--- src/rtl/daq_pkg.sv ---
// daq_pkg: shared constants for the DAQ drain sequencer.
//   - Header tag bytes placed in the top byte of frame words.
//   - State encoding of the drain sequencer FSM.
package daq_pkg;

    localparam logic [7:0] TAG_FRAME   = 8'hDA;  // frame header W0
    localparam logic [7:0] TAG_SUB     = 8'hD1;  // per-packet sub-header
    localparam logic [7:0] TAG_TRAILER = 8'hDF;  // optional frame trailer
    localparam logic [7:0] TAG_DISCARD = 8'hFE;  // discard marker inside payload (passed verbatim)

    typedef enum logic [2:0] {
        IDLE,
        HDR0,
        HDR1,
        SUB,
        PAYLOAD,
        NEXT,
        TRAIL
    } state_t;

endpackage

--- src/rtl/daq_drain_if.sv ---
// daq_drain_if: valid/ready word stream towards the MAC TX path.
//   tx_data  : 32-bit frame word
//   tx_valid : tx_data valid
//   tx_last  : final word of frame (qualified by tx_valid)
//   tx_ready : sink accepts the word when tx_valid && tx_ready
// master = frame source (daq_drain), slave = MAC TX sink.
interface daq_drain_if;
    import daq_pkg::*;

    logic [31:0] tx_data;
    logic        tx_valid;
    logic        tx_last;
    logic        tx_ready;

    modport master (output tx_data, output tx_valid, output tx_last, input tx_ready);
    modport slave  (input tx_data, input tx_valid, input tx_last, output tx_ready);

endinterface

--- src/rtl/daq_drain_skid.sv ---
// daq_drain_skid: 2-entry 32-bit valid/ready buffer with a last flag.
// Each entry also carries a hold flag: a held entry is not presented while
// it is the only word buffered, so the sequencer can delay a frame's final
// word until it knows whether the frame closes. 'close' marks the youngest
// entry as last and releases it.
// Ports:
//   clk, rst                    clock, synchronous active-high reset
//   in_valid, in_data,          push one word (caller guarantees space:
//   in_last, in_hold            count < 2, or a pop in the same cycle)
//   close                       set last and clear hold on youngest entry
//   out_data, out_valid,        head of buffer towards the sink
//   out_last, out_ready
//   count                       number of buffered words
module daq_drain_skid
    import daq_pkg::*;
(
    input  logic        clk,
    input  logic        rst,
    input  logic        in_valid,
    input  logic [31:0] in_data,
    input  logic        in_last,
    input  logic        in_hold,
    input  logic        close,
    output logic [31:0] out_data,
    output logic        out_valid,
    output logic        out_last,
    input  logic        out_ready,
    output logic [1:0]  count
);

    logic [31:0] data_reg [2];
    logic        last_reg [2];
    logic        hold_reg [2];
    logic        rd_ptr_reg;
    logic        wr_ptr_reg;
    logic [1:0]  count_reg;
    logic        pop;
    logic        youngest;

    // A held word only blocks when alone; with a word behind it, it is no
    // longer the frame's final word and may go.
    assign out_valid = (count_reg == 2'd2) ||
                       ((count_reg == 2'd1) && !hold_reg[rd_ptr_reg]);
    assign out_data  = data_reg[rd_ptr_reg];
    assign out_last  = last_reg[rd_ptr_reg];
    assign pop       = out_valid && out_ready;
    assign youngest  = ~wr_ptr_reg;
    assign count     = count_reg;

    genvar gi;
    generate
        for (gi = 0; gi < 2; gi++) begin : g_entry
            always_ff @(posedge clk) begin
                if (rst) begin
                    data_reg[gi] <= '0;
                    last_reg[gi] <= 1'b0;
                    hold_reg[gi] <= 1'b0;
                end else if (in_valid && (wr_ptr_reg == 1'(gi))) begin
                    data_reg[gi] <= in_data;
                    last_reg[gi] <= in_last;
                    hold_reg[gi] <= in_hold;
                end else if (close && (youngest == 1'(gi))) begin
                    last_reg[gi] <= 1'b1;
                    hold_reg[gi] <= 1'b0;
                end
            end
        end
    endgenerate

    always_ff @(posedge clk) begin
        if (rst) begin
            rd_ptr_reg <= 1'b0;
            wr_ptr_reg <= 1'b0;
            count_reg  <= 2'd0;
        end else begin
            if (in_valid) wr_ptr_reg <= ~wr_ptr_reg;
            if (pop)      rd_ptr_reg <= ~rd_ptr_reg;
            count_reg <= count_reg + 2'(in_valid) - 2'(pop);
        end
    end

endmodule

--- src/rtl/daq_drain.sv ---
// daq_drain: read-side sequencer of the DAQ ring buffer. Pops packet lengths,
// reads payload words and coalesces packets into MAC frames:
//   W0 {DA, seq, 0000}, W1 systime, then per packet {D1, 0, len} + payload.
// Optional macro DAQ_DRAIN_TRAILER_EN appends {DF, npkts, xsum} carrying
// tx_last; otherwise the final payload/sub-header word is held back and
// released with tx_last when the frame closes.
// Ports:
//   clk, rst             clock, synchronous active-high reset
//   systime              free-running time, sampled when a frame opens
//   len_in, len_ready    head of DAQ length FIFO / FIFO non-empty
//   len_rd_en            one-cycle pop pulse to the length FIFO
//   data_in, data_rd_en  DAQ ring data (one cycle after data_rd_en) / read
//   tx                   daq_drain_if master: tx_data/valid/last/ready
module daq_drain
    import daq_pkg::*;
#(
    parameter int MAC_PACKET_BITS = 11,
    parameter int MAX_WORDS       = 360,
    parameter int FLUSH_CYCLES    = 1000,
    parameter int FLUSH_BITS      = $clog2(FLUSH_CYCLES + 1)
) (
    input  logic                       clk,
    input  logic                       rst,
    input  logic [31:0]                systime,
    input  logic [MAC_PACKET_BITS-1:0] len_in,
    input  logic                       len_ready,
    output logic                       len_rd_en,
    input  logic [31:0]                data_in,
    output logic                       data_rd_en,
    daq_drain_if.master                tx
);

    localparam int WU_BITS = $clog2(MAX_WORDS + 1);
`ifdef DAQ_DRAIN_TRAILER_EN
    localparam int   TRAILER_WORDS = 1;
    localparam logic HOLD_TAIL     = 1'b0;
`else
    localparam int   TRAILER_WORDS = 0;
    localparam logic HOLD_TAIL     = 1'b1;
`endif

    state_t                     state_reg;
    logic [7:0]                 seq_reg;
    logic [MAC_PACKET_BITS-1:0] len_reg;
    logic [MAC_PACKET_BITS-1:0] rd_left_reg;
    logic [31:0]                ts_reg;
    logic [WU_BITS-1:0]         words_used_reg;
    logic [FLUSH_BITS-1:0]      flush_cnt_reg;
    logic                       rd_pending_reg;
    logic                       data_rd_en_reg;
    logic                       len_rd_en_reg;
`ifdef DAQ_DRAIN_TRAILER_EN
    logic [7:0]                 npkts_reg;
    logic [15:0]                xsum_reg;
`endif

    logic        push, push_last, push_hold, close;
    logic [31:0] push_data;
    logic [1:0]  skid_count;
    logic [2:0]  occupancy;
    logic        pop, skid_space, fits, close_now, rd_issue, payload_tail;

    assign pop        = tx.tx_valid && tx.tx_ready;
    assign skid_space = (skid_count != 2'd2) || pop;
    assign fits       = (32'(words_used_reg) + 32'(len_in) + 32'(1 + TRAILER_WORDS))
                        <= 32'(MAX_WORDS);
    assign close_now  = !(len_ready && fits) &&
                        (len_ready || (flush_cnt_reg == FLUSH_BITS'(FLUSH_CYCLES)));

    // Reads land one cycle after data_rd_en, and data_rd_en itself is
    // registered, so up to two words are in flight. Only issue a read if the
    // skid can still hold every in-flight word plus this one.
    assign occupancy    = 3'(skid_count) + 3'(rd_pending_reg) + 3'(data_rd_en_reg) - 3'(pop);
    assign rd_issue     = (state_reg == PAYLOAD) && (rd_left_reg != '0) && (occupancy <= 3'd1);
    assign payload_tail = (rd_left_reg == '0) && !data_rd_en_reg;

    assign len_rd_en  = len_rd_en_reg;
    assign data_rd_en = data_rd_en_reg;

    always_comb begin
        push      = 1'b0;
        push_data = '0;
        push_last = 1'b0;
        push_hold = 1'b0;
        close     = 1'b0;
        case (state_reg)
            HDR0: begin
                push      = skid_space;
                push_data = {TAG_FRAME, seq_reg, 16'h0000};
            end
            HDR1: begin
                push      = skid_space;
                push_data = ts_reg;
            end
            SUB: begin
                push      = skid_space;
                push_data = {TAG_SUB, 24'(len_reg)};
                push_hold = HOLD_TAIL && (len_reg == '0);
            end
            PAYLOAD: begin
                push      = rd_pending_reg;
                push_data = data_in;
                push_hold = HOLD_TAIL && payload_tail;
            end
            NEXT: close = HOLD_TAIL && close_now;
`ifdef DAQ_DRAIN_TRAILER_EN
            TRAIL: begin
                push      = skid_space;
                push_data = {TAG_TRAILER, npkts_reg, xsum_reg};
                push_last = 1'b1;
            end
`endif
            default: ;
        endcase
    end

    always_ff @(posedge clk) begin
        if (rst) begin
            state_reg      <= IDLE;
            seq_reg        <= '0;
            len_reg        <= '0;
            rd_left_reg    <= '0;
            ts_reg         <= '0;
            words_used_reg <= '0;
            flush_cnt_reg  <= '0;
            rd_pending_reg <= 1'b0;
            data_rd_en_reg <= 1'b0;
            len_rd_en_reg  <= 1'b0;
`ifdef DAQ_DRAIN_TRAILER_EN
            npkts_reg      <= '0;
            xsum_reg       <= '0;
`endif
        end else begin
            len_rd_en_reg  <= 1'b0;
            data_rd_en_reg <= rd_issue;
            rd_pending_reg <= data_rd_en_reg;
            if (push)     words_used_reg <= words_used_reg + WU_BITS'(1);
            if (rd_issue) rd_left_reg    <= rd_left_reg - MAC_PACKET_BITS'(1);
            case (state_reg)
                IDLE: if (len_ready) begin
                    len_rd_en_reg  <= 1'b1;
                    len_reg        <= len_in;
                    ts_reg         <= systime;
                    words_used_reg <= '0;
                    flush_cnt_reg  <= '0;
`ifdef DAQ_DRAIN_TRAILER_EN
                    npkts_reg      <= 8'd1;
                    xsum_reg       <= '0;
`endif
                    state_reg      <= HDR0;
                end
                HDR0: if (push) state_reg <= HDR1;
                HDR1: if (push) state_reg <= SUB;
                SUB: if (push) begin
                    rd_left_reg <= len_reg;
                    state_reg   <= (len_reg == '0) ? NEXT : PAYLOAD;
                end
                PAYLOAD: if (push) begin
`ifdef DAQ_DRAIN_TRAILER_EN
                    xsum_reg <= xsum_reg ^ data_in[31:16] ^ data_in[15:0];
`endif
                    if (payload_tail) state_reg <= NEXT;
                end
                NEXT: begin
                    if (len_ready && fits) begin
                        len_rd_en_reg <= 1'b1;
                        len_reg       <= len_in;
                        flush_cnt_reg <= '0;
`ifdef DAQ_DRAIN_TRAILER_EN
                        npkts_reg     <= npkts_reg + 8'd1;
`endif
                        state_reg     <= SUB;
                    end else if (close_now) begin
                        flush_cnt_reg <= '0;
`ifdef DAQ_DRAIN_TRAILER_EN
                        state_reg     <= TRAIL;
`else
                        seq_reg       <= seq_reg + 8'd1;
                        state_reg     <= IDLE;
`endif
                    end else begin
                        flush_cnt_reg <= flush_cnt_reg + FLUSH_BITS'(1);
                    end
                end
                TRAIL: if (push) begin
                    seq_reg   <= seq_reg + 8'd1;
                    state_reg <= IDLE;
                end
                default: state_reg <= IDLE;
            endcase
        end
    end

    daq_drain_skid u_skid (
        .clk       (clk),
        .rst       (rst),
        .in_valid  (push),
        .in_data   (push_data),
        .in_last   (push_last),
        .in_hold   (push_hold),
        .close     (close),
        .out_data  (tx.tx_data),
        .out_valid (tx.tx_valid),
        .out_last  (tx.tx_last),
        .out_ready (tx.tx_ready),
        .count     (skid_count)
    );

endmodule

--- src/flat_wrapper.sv ---
// flat-port wrapper written by rule: the top's interface ports become plain ports
module daq_drain_flat import daq_pkg::*;
#(
    parameter int MAC_PACKET_BITS = 11,
    parameter int MAX_WORDS       = 360,
    parameter int FLUSH_CYCLES    = 1000,
    parameter int FLUSH_BITS      = $clog2(FLUSH_CYCLES + 1)
)
  (clk, rst, systime, len_in, len_ready, len_rd_en, data_in, data_rd_en, tx_tx_data, tx_tx_valid, tx_tx_last, tx_tx_ready);
  daq_drain_if tx_i ();
  input  logic clk;
  input  logic rst;
  input  logic [31:0] systime;
  input  logic [MAC_PACKET_BITS-1:0] len_in;
  input  logic len_ready;
  output logic len_rd_en;
  input  logic [31:0] data_in;
  output logic data_rd_en;
  output wire logic [$bits(tx_i.tx_data)-1:0] tx_tx_data;
  output wire logic [$bits(tx_i.tx_valid)-1:0] tx_tx_valid;
  output wire logic [$bits(tx_i.tx_last)-1:0] tx_tx_last;
  input wire logic [$bits(tx_i.tx_ready)-1:0] tx_tx_ready;
  assign tx_tx_data = tx_i.tx_data;
  assign tx_tx_valid = tx_i.tx_valid;
  assign tx_tx_last = tx_i.tx_last;
  assign tx_i.tx_ready = tx_tx_ready;
  daq_drain #(.MAC_PACKET_BITS(MAC_PACKET_BITS), .MAX_WORDS(MAX_WORDS), .FLUSH_CYCLES(FLUSH_CYCLES), .FLUSH_BITS(FLUSH_BITS)) u_core (.clk(clk), .rst(rst), .systime(systime), .len_in(len_in), .len_ready(len_ready), .len_rd_en(len_rd_en), .data_in(data_in), .data_rd_en(data_rd_en), .tx(tx_i));
endmodule
--- config.mk ---
export PLATFORM = sky130hd
export DESIGN_NAME = daq_drain_flat
export DESIGN_NICKNAME = d
export VERILOG_FILES = /design/src/rtl/daq_pkg.sv /design/src/rtl/daq_drain_if.sv /design/src/rtl/daq_drain_skid.sv /design/src/rtl/daq_drain.sv /design/src/flat_wrapper.sv
export SDC_FILE = /design/constraint.sdc
export NUM_CORES = 1
export LEC_CHECK = 0
export BUFFER_PORTS_ARGS = -buffer_cell sky130_fd_sc_hd__buf_2
export CAP_MARGIN = 20
export CORE_ASPECT_RATIO = 0.9
export CORE_MARGIN = 3
export CORE_UTILIZATION = 39
export CTS_BUF_LIST = sky130_fd_sc_hd__clkbuf_2 sky130_fd_sc_hd__clkbuf_4 sky130_fd_sc_hd__clkbuf_8
export CTS_CLUSTER_DIAMETER = 100
export DETAILED_ROUTE_END_ITERATION = 7
export PLACE_DENSITY = 0.68
export SETUP_SLACK_MARGIN = 0.02
export SLEW_MARGIN = 40
export SYNTH_ARGS = -nofsm -noshare
export SYNTH_HDL_FRONTEND = slang
export SYNTH_HIERARCHICAL = 1
export SYNTH_SLANG_ARGS = --single-unit
export TNS_END_PERCENT = 5
--- constraint.sdc ---
create_clock -name clk -period 10 [get_ports clk]
set_clock_uncertainty 0.15 [all_clocks]
set_input_delay 0 -clock clk [delete_from_list [all_inputs] [get_ports clk]]
set_output_delay 0 -clock clk [all_outputs]
set_load 0.005 [all_outputs]
-- Yosys cells after proc, flatten, opt, wreduce, memory -nomap -nowiden
Memories as Yosys holds them, arrays and structs flattened. A register that Yosys moved wholly into a read port is not among the register bits.
Index checks and enable logic that the tools add are counted.
- register bits: 91
- memory bits (writable): 68
- bits of input ports: 79
- output and inout bits: 36
- word-level logic and storage cells: 158
- memories kept: 3
- add/subtract/negate cells: 11
- $lt $le $gt $ge: 2
- eq/ne operators: 21
- multiplexer cells: 67
- bitwise operators: 12
- reductions and logical operators: 29
- memory list (name ; depth ; bits a word ; read ports ; clocked after Yosys merged registers in ; wr ports ; line ; RTL):
    u_core.u_skid.data_reg ; 2 ; 32 ; 1 ; 1 ; 2 ; daq_drain_skid.sv:31 ; logic [31:0] data_reg [2];
    u_core.u_skid.hold_reg ; 2 ; 1 ; 1 ; 1 ; 2 ; daq_drain_skid.sv:33 ; logic hold_reg [2];
    u_core.u_skid.last_reg ; 2 ; 1 ; 1 ; 1 ; 2 ; daq_drain_skid.sv:32 ; logic last_reg [2];
- operators with widths (operator ; number):
    $pmux 32 s4 ; 1
    $mux 32 ; 2
    $mux 11 ; 5
    $mux 1 ; 34
    $add 32x1->32 const B ; 1
    $le 32x9->1 const B ; 1
    $mux 10 ; 3
    $mux 3 ; 9
    $mux 9 ; 3
    $mux 8 ; 3
    $logic_not 11->1 ; 2
    $pmux 11 s2 ; 1
    $pmux 3 s7 ; 1
    $pmux 10 s2 ; 1
    $ne 2x2->1 const B ; 8
    $pmux 8 s2 ; 1
    $add 9x11->12 ; 1
    $logic_and 1x1->1 ; 11
    $reduce_bool 11->1 ; 1
    $sub 11x1->11 const B ; 1
    $add 10x1->10 const B ; 1
    $eq 10x10->1 const B ; 1
    $or 1x1->1 ; 10
    $add 9x1->9 const B ; 1
    other kinds (25) ; 39

-- Longest topological paths before layout
Gate-level depths: netlist (run 1).
- depth after elaboration: 13
- mapped depth: 16
- gate-level depth less buffers: 15

-- Modules after synthesis
The synthesis (run 1) kept the hierarchy.
- modules (own cells, without submodules) (module ; times used ; cells each ; area each (um2) ; sequential area each (um2)):
    daq_drain ; 1 ; 623 ; 4753.3 ; 1741.7
    daq_drain_skid ; 1 ; 217 ; 3243.1 ; 2142.1

-- Worst setup path before layout (run 1)
Ideal clock, no wire load.
- kind: register -> register
- from: register with a tool-made name
- to: register u_core.rd_left_reg[9]
- setup time: 86 ps
- arrival time: 3187 ps
- required time: 9764 ps
- setup slack: 6578 ps
- stages on the path, launching flop included: 17
- path buffers: 1
- period minus slack after synthesis: 3422 ps
- cell sequence: dfxtp_1 -> buf_6 -> mux2_4 -> nor2_1 -> mux2_2 -> nand2_1 -> inv_1 -> ha_1 -> fa_1 -> fa_1 -> xnor2_1 -> nand4_1 -> inv_2 -> nand4_1 -> nor4_1 -> xnor2_1 -> a211oi_1
- RTL lines (what ; line ; RTL):
    to (signal assigned) ; daq_drain.sv:138 ; if (rd_issue) rd_left_reg <= rd_left_reg - MAC_PACKET_BITS'(1);
    to (signal assigned) ; daq_drain.sv:155 ; rd_left_reg <= len_reg;
    to (decl) ; daq_drain.sv:45 ; logic [MAC_PACKET_BITS-1:0] rd_left_reg;

==> results.yml, run 1 <==
run_status:
  status: "complete, no violations"
power:
  pwr-share-clk: 0.219
  p_switching_uw: 731
  power.internal_mw: 1.32
  p_per_area_nw_per_um2: 207
  irDropWorstVdd_v: 0.000126
  combPwrFrac: 0.350
  p_sw_frac: 0.356
  p_seq_frac: 0.431
  power.leakage_nw: 3.95
cells_and_area:
  diodes: 0
  drive_gt1_frac: 0.211
  nets: 1110
  final_cell_mix: "114 x buf_2, 112 x nand2_1, 92 x dfxtp_1, 84 x nor2_1, 73 x dlygate4sd3_1"
  largest_reg_flops: 64
  areaGrowthSynthToFinish_pct: 24.0
  layout_commonest_cell: "buf_2"
  final_cells: 1280
  fillers: 1863
clock_tree:
  clockBufferDepth: 2
  numClockSinks: 160
  cts-root-buf: "clkbuf_8"
  cts_resized: 0
  path_clk_slew_ps: 90
  hold_buffers: 73
  numCtsBuffers: 17
  insertion_delay_ps: 450
  cts_tree: "built"
  cts_setup_buffers: 0
  h-tree-depth: 4
synthesis:
  ys_seq_elements: 160
  synth-compound-area-share: 0.142
  synth_top_family_by_area: "simple AND/OR/NAND/NOR gates"
  synth_warnings: 6
  synth_cells: 840
  syn-mean-instance-area_um2: 9.52
  netlist.area_leader.share: 0.255
  synth_top_flop_cell: "dfxtp_1"
  synth_adder_area_share: 0.0316
  yosysUniqueCellTypes: 66
  synth_edf_count: 68
  yosysSeqAreaShare: 0.486
  synthMuxAreaShare: 0.0688
  yosys.area.top_type: "edfxtp_1"
  syn-cell-area_um2: 8000
  synthTopCellsByArea: "edfxtp_1 26%, dfxtp_1 23%, and2_1 5.4%, nand2_1 5.3%, mux2_2 5.1%"
  synth_xor_area_frac: 0.0241
  async_flop_share: 0
  synthSimpleGateAreaFrac: 0.212
placement:
  post-dp-hpwl_um: 13300
  placed_cells: 1175
  routabilityCongestion: 0.801
  port_buffers: 114
floorplan:
  die_h_um: 142
  die-area_um2: 22300
  pin_count: 115
  core_um2: 20000
  rows: 49
  initial_core_util: 0.399
  die_w_um: 157
worst_setup_path:
  cp_max_fo: 34
  critPathArrivalTime_ps: 4220
  crit_path_end_kind: "flop"
  worst_path_max_delay_cell: "buf_4"
  required_ps: 10210
  path_class: "reg -> reg"
  critPathLaunchType: "flop"
  max_stage_delay_ps: 400
  crit_chain: "buf_4 -> mux2_4 -> nor2_1 -> mux2_2 -> nand2_1 -> inv_1 -> ha_1 -> fa_1 -> fa_1 -> xnor2_1 -> nand4_1 -> inv_2 -> nand3_1 -> nor3_1 -> xnor2_1 -> a211oi_1"
timing:
  rsz0062_at_grt: "false"
  maxSlewHeadroom: 0.476
  finalMaxSlewViolations: 0
  tightest_slew_ps: 787
  setup_violations: 0
  period_minus_slack_ps: 4010
  fin_tns_setup_ps: 0
  fmax_ghz: 0.250
  post-route-period-util: 0.401
  finalHoldViolCount: 0
grt:
  grt_pass1_wl_um: 32600
  gr-total-overflow: 0
  track_usage: 0.184
  grt_start_max_net_pins: 81
  antenna_found_initial: 0
  grt_pass1_vias: 6402
route:
  antenna_left: 0
  drt-total-wl_um: 20500
  drc: 0
  via_count: 6670
  drt-initial-drc-count: 460
  first_pass_iters: 5
  highest_layer: "met4"
  route.met2.wl_um: 9360
  wire_per_inst_um: 16.0
  wl_met1_um: 9700
  via_per_inst: 5.21
  routed-wl-met3_um: 1040
worst_hold_path:
  hold_path_class: "in -> reg"
flow_run:
  maxCapViolations: 0
## path summary, 6_finish.rpt
| kind | startpoint | end | slack [ps] | cells after the start |
|---|---|---|---|---|
| worst max-delay path | flop | u_core/rd_left_reg[8]$_SDFF_PP0_ | 5990 | 16 |
| worst min register to register | u_core/ts_reg[20]$_SDFFE_PP0P_ | u_core/ts_reg[20]$_SDFFE_PP0P_ | 310 | 2 |
| worst min-delay path | data_in[2] | u_core/u_skid/data_reg[1][2]$_SDFFCE_PN0P_ | 40 | 4 |
| worst max register to register | flop | u_core/rd_left_reg[8]$_SDFF_PP0_ | 5990 | 16 |
## power groups by stage
stage | clock, mW | combinational (mW) | sequential (mW)
detailed placement | 0 | 0.683 | 0.897
floorplan | 0 | 0.471 | 0.874
finish | 0.449 | 0.718 | 0.885
global route | 0.484 | 0.794 | 0.899
global placement | 0 | 0.673 | 0.892
CTS | 0.461 | 0.717 | 0.883
## logic make-up after synthesis
logic type	count (synthesis)
AO/OA/AOI/OAI	173
XOR/XNOR	22
adder cells (fa/ha/maj)	19
buffers and inverters	70
flip-flops	160
multiplexers	50
other	1
AND/OR/NAND/NOR	345
## per-stage QoR
| step | setup WS [ps] | hold WS (ps) | util | total power [mW] | instance area (um^2) |
|---|---|---|---|---|---|
| after global placement | 6070 | 92.6 | 0.438 | 1.57 | 8780 |
| final | 5990 | 42.9 | 0.495 | 2.05 | 9920 |
| after detailed placement | 5970 | 98.3 | 0.439 | 1.58 | 8810 |
| after global routing | 5720 | 63.4 | 0.495 | 2.18 | 9920 |
| after CTS | 5970 | 23.6 | 0.494 | 2.06 | 9910 |
| after floorplan | 6580 | -14.0 | - | 1.35 | 8000 |
## cell type report
cell class | count | area [um^2] | share of cell area
sequential | 160 | 3880 | 0.392
multi-input combinational | 611 | 3850 | 0.388
timing repair buffer | 201 | 1410 | 0.143
tap | 255 | 319 | 0.0322
clock buffer | 19 | 255 | 0.0257
clock inverter | 13 | 115 | 0.0116
inverter | 21 | 78.8 | 0.00795
## per-layer routing
| layer | track usage | up-vias |
|---|---|---|
| met4 | 0.0686 | 0 |
| met5 | 0 | - |
| li1 | - | 3301 |
| met1 | 0.248 | 3144 |
| met3 | 0.0351 | 36 |
| met2 | 0.293 | 189 |
## critical path: cells and delay by family, from the launching register on
| family | cells | cell delay [ps] |
|---|---|---|
| adders and majority gates | 3 | 1080 |
| and+or+nand+nor | 5 | 750 |
| buffers and inverters | 3 | 590 |
| muxes | 2 | 550 |
| DFF | 1 | 310 |
| xor gates and xnor gates | 2 | 240 |
| AOI/OAI and AO/OA | 1 | 220 |
## cells in the mapped netlist, types with 3 or more instances
cell      number
nand2b_1       5
o21ai_0       32
nor2_1        84
a21o_1         4
buf_2          5
edfxtp_1      68
mux2i_1       13
mux2_2        36
clkbuf_2       3
nand2_1      112
nor3_1         8
nor4_1         9
or3_1          6
a21oi_1       60
ha_1          17
o211ai_1       3
nor2b_1        6
inv_1         18
nand3b_1       5
o21ai_1        8
a211oi_1      11
a311oi_1       5
xor2_1        10
and2_1        69
and3_1         7
nor3b_2        3
nand3_1       13
a22oi_1       29
clkbuf_1      37
xnor2_1       12
dfxtp_1       92
inv_2          3
nand4_1        7
No activity file was read; power rests on OpenSTA's default activity.
==> inputs of run 2 (changes only) <==
ABC_AREA = 1   (was default)
PLACE_DENSITY = 0.7   (was 0.68)
clock period = 3.36 ns   (was 10 ns; I/O delays follow)
==> run 2 against run 1 <==
  * Global-route usage rose by 0.51 points
  * Combinational power grew to 3.4 times the previous value
  * Highest routed layer unchanged
  * Total power rose to 3.2 times the previous value
  * Register-to-register slack worse by 5800 ps
  * Clock power increased to 3.2 times the previous value
  * Sequential power increased to 3.1 times the previous value
  * Core utilization increased by 0.97 points
  * Critical path type unchanged
  * Final cell count grew 19%
  * Count of clock-buffer cells in the layout fell by 2
  * Critical path depth is 2 higher
  * Synthesized area is 2.1% higher
==> results.yml, run 2 <==
cells_and_area:
  fin_area_um2: 10200
  largest_reg_flops: 64
  final_cells: 1529
  nets: 1333
  final_cell_mix: "250 x nand2_1, 157 x inv_1, 122 x nor2_1, 114 x buf_2, 89 x dfxtp_1"
  final_util: 0.504
  areaGrowthSynthToFinish_pct: 25.4
  drive_gt1_frac: 0.162
  layout_commonest_cell: "nand2_1"
synthesis:
  syn-mean-instance-area_um2: 7.79
  async_flop_share: 0
  synth_commonest_cells: "251 x nand2_1, 158 x inv_1, 124 x nor2_1"
  synth_top_flop_cell: "dfxtp_1"
  synth_edf_count: 68
  synth.most_common_cell: "nand2_1"
  synth_cells: 1048
  synth_warnings: 6
  yosysUniqueCellTypes: 48
  syn-cell-area_um2: 8160
  syn_nets: 1146
  synthTopCellsByArea: "edfxtp_1 25%, dfxtp_1 23%, nand2_1 12%, inv_1 7.3%, nor2_1 5.7%"
  yosysSeqAreaShare: 0.476
  yosys.area.top_type: "edfxtp_1"
  ys_seq_elements: 160
  netlist.area_leader.share: 0.250
grt:
  use_met1: 0.255
  grt-busiest-layer: "met2"
  gr-total-overflow: 0
  gr-usage-met2: 0.307
  grt_start_max_net_pins: 47
  gr-usage-met3: 0.0373
  antenna_found_initial: 1
  track_usage: 0.189
  grt_pass1_wl_um: 34000
  grt_pass1_vias: 6960
clock_tree:
  numCtsBuffers: 17
  cts-root-buf: "clkbuf_8"
  cts_tree: "built"
  numClockSinks: 160
  insertion_delay_ps: 460
  h-tree-depth: 4
  path_clk_slew_ps: 100
  clockBufferDepth: 2
route:
  via_count: 7383
  drc: 0
  via_per_inst: 4.83
  drt-initial-drc-count: 469
  drt-total-wl_um: 21600
  antenna_left: 0
  first_pass_iters: 5
  wire_per_inst_um: 14.1
worst_hold_path:
  hold_path_class: "in -> reg"
power:
  fin_total_pwr_mw: 6.56
  p_per_area_nw_per_um2: 640
  power.leakage_nw: 4.46
  irDropWorstVdd_v: 0.000324
timing:
  finalMaxSlewViolations: 0
  setup_violations: 0
  tightest_slew_ps: 794
  setup_slack_ps: 162
  period_minus_slack_ps: 3200
  fmax_ghz: 0.313
  hold_slack_ps: 172
  fin_tns_setup_ps: 0
  post-route-period-util: 0.952
  maxSlewHeadroom: 0.470
  finalHoldViolCount: 0
floorplan:
  core_um2: 20300
  pin_count: 115
  die-area_um2: 22700
  die_w_um: 159
  rows: 49
  die_h_um: 143
  initial_core_util: 0.402
worst_setup_path:
  crit_path_end_kind: "flop"
  critPathArrivalTime_ps: 3410
  critPathLaunchType: "flop"
  path_class: "reg -> reg"
  cp_max_fo: 5
  required_ps: 3570
placement:
  port_buffers: 114
  post-place-ws_ps: 95.9
  routabilityCongestion: 0.944
  placed_cells: 1414
  dpl_cell_area_um2: 8970
  post-dp-hpwl_um: 14500
run_status:
  status: "complete, no violations"
flow_run:
  maxCapViolations: 0
run 2: cell types whose count changed in the layout (fill, tap and decap cells not counted), moves of 18 or more:
cell,change
inv_1,+139
nand2_1,+138
and2_1,-69
nor2_1,+38
mux2_2,-36
nand3_1,+34
a22oi_1,-28
o21ai_0,+18
run 2: final cells by class:
| type | count | area, um^2 |
|---|---|---|
| Sequential cell | 160 | 3890 |
| Fill cell | 1892 | 10100 |
| Timing Repair Buffer | 207 | 1480 |
| Inverter | 164 | 623 |
| Multi-Input combinational cell | 685 | 3490 |
| Clock buffer | 17 | 234 |
| Tap cell | 280 | 350 |
| Clock inverter | 15 | 176 |
| Antenna cell | 1 | 2.50 |
run 2: worst paths after layout:
kind	from	end	slack, ps	cells past startpoint
max	u_core/u_skid/count[0]$_SDFF_PP0_	u_core/rd_left_reg[7]$_SDFF_PP0_	160	18
min	len_in[0]	u_core/len_reg[0]$_SDFFE_PP0P_	170	4
max reg2reg	u_core/u_skid/count[0]$_SDFF_PP0_	u_core/rd_left_reg[7]$_SDFF_PP0_	160	18
min reg2reg	u_core/ts_reg[24]$_SDFFE_PP0P_	u_core/ts_reg[24]$_SDFFE_PP0P_	310	2
run 2: worst max-delay path, cell delays in order (launching register included):
cell	delay [ps]
dfxtp_2	350
inv_2	50
nor2_4	100
nand3_2	90
nand2_2	100
nand2_2	70
inv_1	60
ha_1	230
fa_2	340
fa_1	490
nand2_1	60
nor3_2	170
nand2_2	140
nor2_4	180
nand3_4	100
o21ai_2	170
nand3_1	100
o211ai_1	100
inv_1	50
run 2: kinds of logic (layout without fill, tap and decap cells):
| logic type | Yosys count | in the layout | share of synthesized area |
|---|---|---|---|
| buffers and inverters | 203 | 403 | 0.102 |
| AO/OA/AOI/OAI | 171 | 171 | 0.122 |
| flip-flops | 160 | 160 | 0.476 |
| AND/OR/NAND/NOR | 476 | 476 | 0.249 |
| adder cells (fa/ha/maj) | 19 | 19 | 0.0310 |
| XOR/XNOR | 18 | 18 | 0.0193 |
| other | 1 | 2 | 0.000459 |
run 2: metal layers:
layer	part of all wire	up-vias
met2	0.46	236
li1	-	3759
met3	0.055	39
met1	0.46	3349
met5	0	-
met4	0.019	0
run 2: power by group:
| part | switching (mW) | internal, mW | leakage (nW) |
|---|---|---|---|
| Clock | 0.861 | 0.571 | 0.201 |
| Combinational | 1.60 | 0.832 | 2.79 |
| Sequential | 0.192 | 2.50 | 1.47 |
| Total | 2.65 | 3.91 | 4.46 |
run 2: what timing repair did:
| item | 4_1_cts | 5_1_grt |
|---|---|---|
| pin swaps | 0 | 8 |
| gates resized for setup | 1 | 14 |
| endpoints found under the hold margin | 132 | 0 |
| buffers inserted | 0 | 4 |
| hold buffers | 78 | 0 |
| endpoints found under the setup margin | 1 | 5 |
==> inputs of run 3 (changes only) <==
CORE_ASPECT_RATIO = 1.25   (was 0.9)
==> run 3 against run 2 <==
  * Global-route usage is 0.083 points higher
  * Sequential power hardly changed
  * Routed wire length is 0.85% lower
  * Total power is 1.8% higher
  * Hold slack better by 13 ps
  * First-iteration DRC count is 4.1% higher
  * Critical path depth stayed put
  * Sequential share of layout area is 0.17 points lower
  * Count of clock-buffer cells in the layout is 6 higher
  * Sequential cell count stayed put
  * Clock power is 10% higher
==> results.yml, run 3 (same netlist as run 2, synthesis figures left out) <==
clock_tree:
  cts-root-buf: "clkbuf_8"
  h-tree-depth: 4
  insertion_delay_ps: 450
  clockBufferDepth: 2
  path_clk_slew_ps: 80
  cts_tree: "built"
  numClockSinks: 160
  numCtsBuffers: 17
timing:
  post-route-period-util: 0.914
  fmax_ghz: 0.326
  setup_slack_ps: 290
  fin_tns_setup_ps: 0
  tightest_slew_ps: 763
  finalHoldViolCount: 0
  maxSlewHeadroom: 0.491
  setup_violations: 0
  rsz0062_at_grt: "false"
  period_minus_slack_ps: 3070
  finalMaxSlewViolations: 0
worst_setup_path:
  crit_path_end_kind: "flop"
  critPathLaunchType: "flop"
  required_ps: 3550
  path_class: "reg -> reg"
  critPathArrivalTime_ps: 3260
  ff2ff_path_depth: 18
  cp_max_fo: 6
run_status:
  status: "complete, no violations"
grt:
  gr-total-overflow: 0
  antenna_found_initial: 0
  track_usage: 0.190
  grt_start_max_net_pins: 48
  grt_pass1_wl_um: 34900
  grt_pass1_vias: 7221
placement:
  routabilityCongestion: 0.922
  post-dp-hpwl_um: 14500
  post-place-ws_ps: 159
  port_buffers: 114
cells_and_area:
  final_util: 0.506
  layout_commonest_cell: "nand2_1"
  fillers: 1961
  nets: 1338
  drive_gt1_frac: 0.158
  largest_reg_flops: 64
  areaGrowthSynthToFinish_pct: 25.9
  diodes: 0
  final_cell_mix: "251 x nand2_1, 158 x inv_1, 122 x nor2_1, 114 x buf_2, 90 x dfxtp_1"
route:
  wire_per_inst_um: 14.1
  drc: 0
  via_count: 7497
  antenna_left: 0
  via_per_inst: 4.92
  drt-initial-drc-count: 488
  drt-total-wl_um: 21400
  first_pass_iters: 5
floorplan:
  initial_core_util: 0.402
  pin_count: 115
  rows: 58
  core_um2: 20300
  die_h_um: 168
  die_w_um: 135
  die-area_um2: 22700
worst_hold_path:
  hold_path_class: "in -> reg"
  holdPathStages: 4
power:
  power.leakage_nw: 4.51
  irDropWorstVdd_v: 0.000353
  p_per_area_nw_per_um2: 649
flow_run:
  maxCapViolations: 0
run 3: cell types whose count changed in the layout (fill, tap and decap cells not counted), moves of 3 or more:
cell           change
clkbuf_4           +3
inv_8              -7
clkinv_8           -4
bufinv_16          +4
dlygate4sd3_1      +4
clkbuf_8           +3
run 3: layer usage:
metal  wire [um]  part of all wire  vias to the layer above  track usage
li1            -                 -                     3768            -
met1        9230              0.43                     3471        0.234
met2       10700              0.50                      206        0.328
met3         868             0.040                       52       0.0325
met4         605             0.028                        0       0.0750
met5           0                 0                        -            0
run 3: stage by stage:
| step | instances | cell area [um^2] | power [mW] | hold slack [ps] |
|---|---|---|---|---|
| 3_3_place_gp | 1405 | 8950 | 4.97 | 106 |
| 5_1_grt | 1523 | 10300 | 7.14 | 188 |
| 2_1_floorplan | 1048 | 8160 | 4.30 | -78.8 |
| 3_5_place_dp | 1405 | 8950 | 5.01 | 113 |
| 4_1_cts | 1519 | 10200 | 6.69 | 156 |
| 6_report | 1523 | 10300 | 6.68 | 185 |
run 3: layout make-up:
type	instances	area, um^2	share of cell area
Inverter	164	623	0.0606
Tap cell	270	338	0.0329
Clock inverter	9	156	0.0152
Multi-Input combinational cell	685	3470	0.337
Timing Repair Buffer	212	1510	0.147
Clock buffer	23	298	0.0290
Sequential cell	160	3890	0.378
run 3: path summary, 6_finish.rpt:
path	start	end	slack [ps]
hold / removal	len_in[6]	u_core/len_reg[6]$_SDFFE_PP0P_	190
setup reg to reg	u_core/u_skid/count[0]$_SDFF_PP0_	u_core/rd_left_reg[6]$_SDFF_PP0_	290
hold reg to reg	u_core/ts_reg[29]$_SDFFE_PP0P_	u_core/ts_reg[29]$_SDFFE_PP0P_	310
setup / recovery	u_core/u_skid/count[0]$_SDFF_PP0_	u_core/rd_left_reg[6]$_SDFF_PP0_	290
run 3: report_power, final:
part / switching, mW / total, mW / internal [mW]
logic: 1.57 / 2.40 / 0.829
registers: 0.186 / 2.69 / 2.51
clock network: 0.689 / 1.58 / 0.895
total: 2.45 / 6.68 / 4.23
run 3: what timing repair did:
| item | 4_1_cts | 5_1_grt |
|---|---|---|
| resized for setup | 0 | 9 |
| hold buffers | 82 | 0 |
| endpoints found under the setup margin | 0 | 5 |
| setup buffers | 0 | 4 |
| endpoints found under the hold margin | 129 | 0 |
run 3: critical path, cell delays in order (launching register included):
cell      delay (ps)
dfxtp_1          330
inv_1             80
nor2_2           100
nand3_2           80
nand2_2           90
nand2_1           70
inv_1             60
ha_1             230
fa_2             340
fa_1             490
nand2_1           60
nor3_2           120
nand2_2          140
inv_4            110
nand3b_1         110
nor2_2           150
o22ai_1           80
o21bai_1         120
inv_1             60
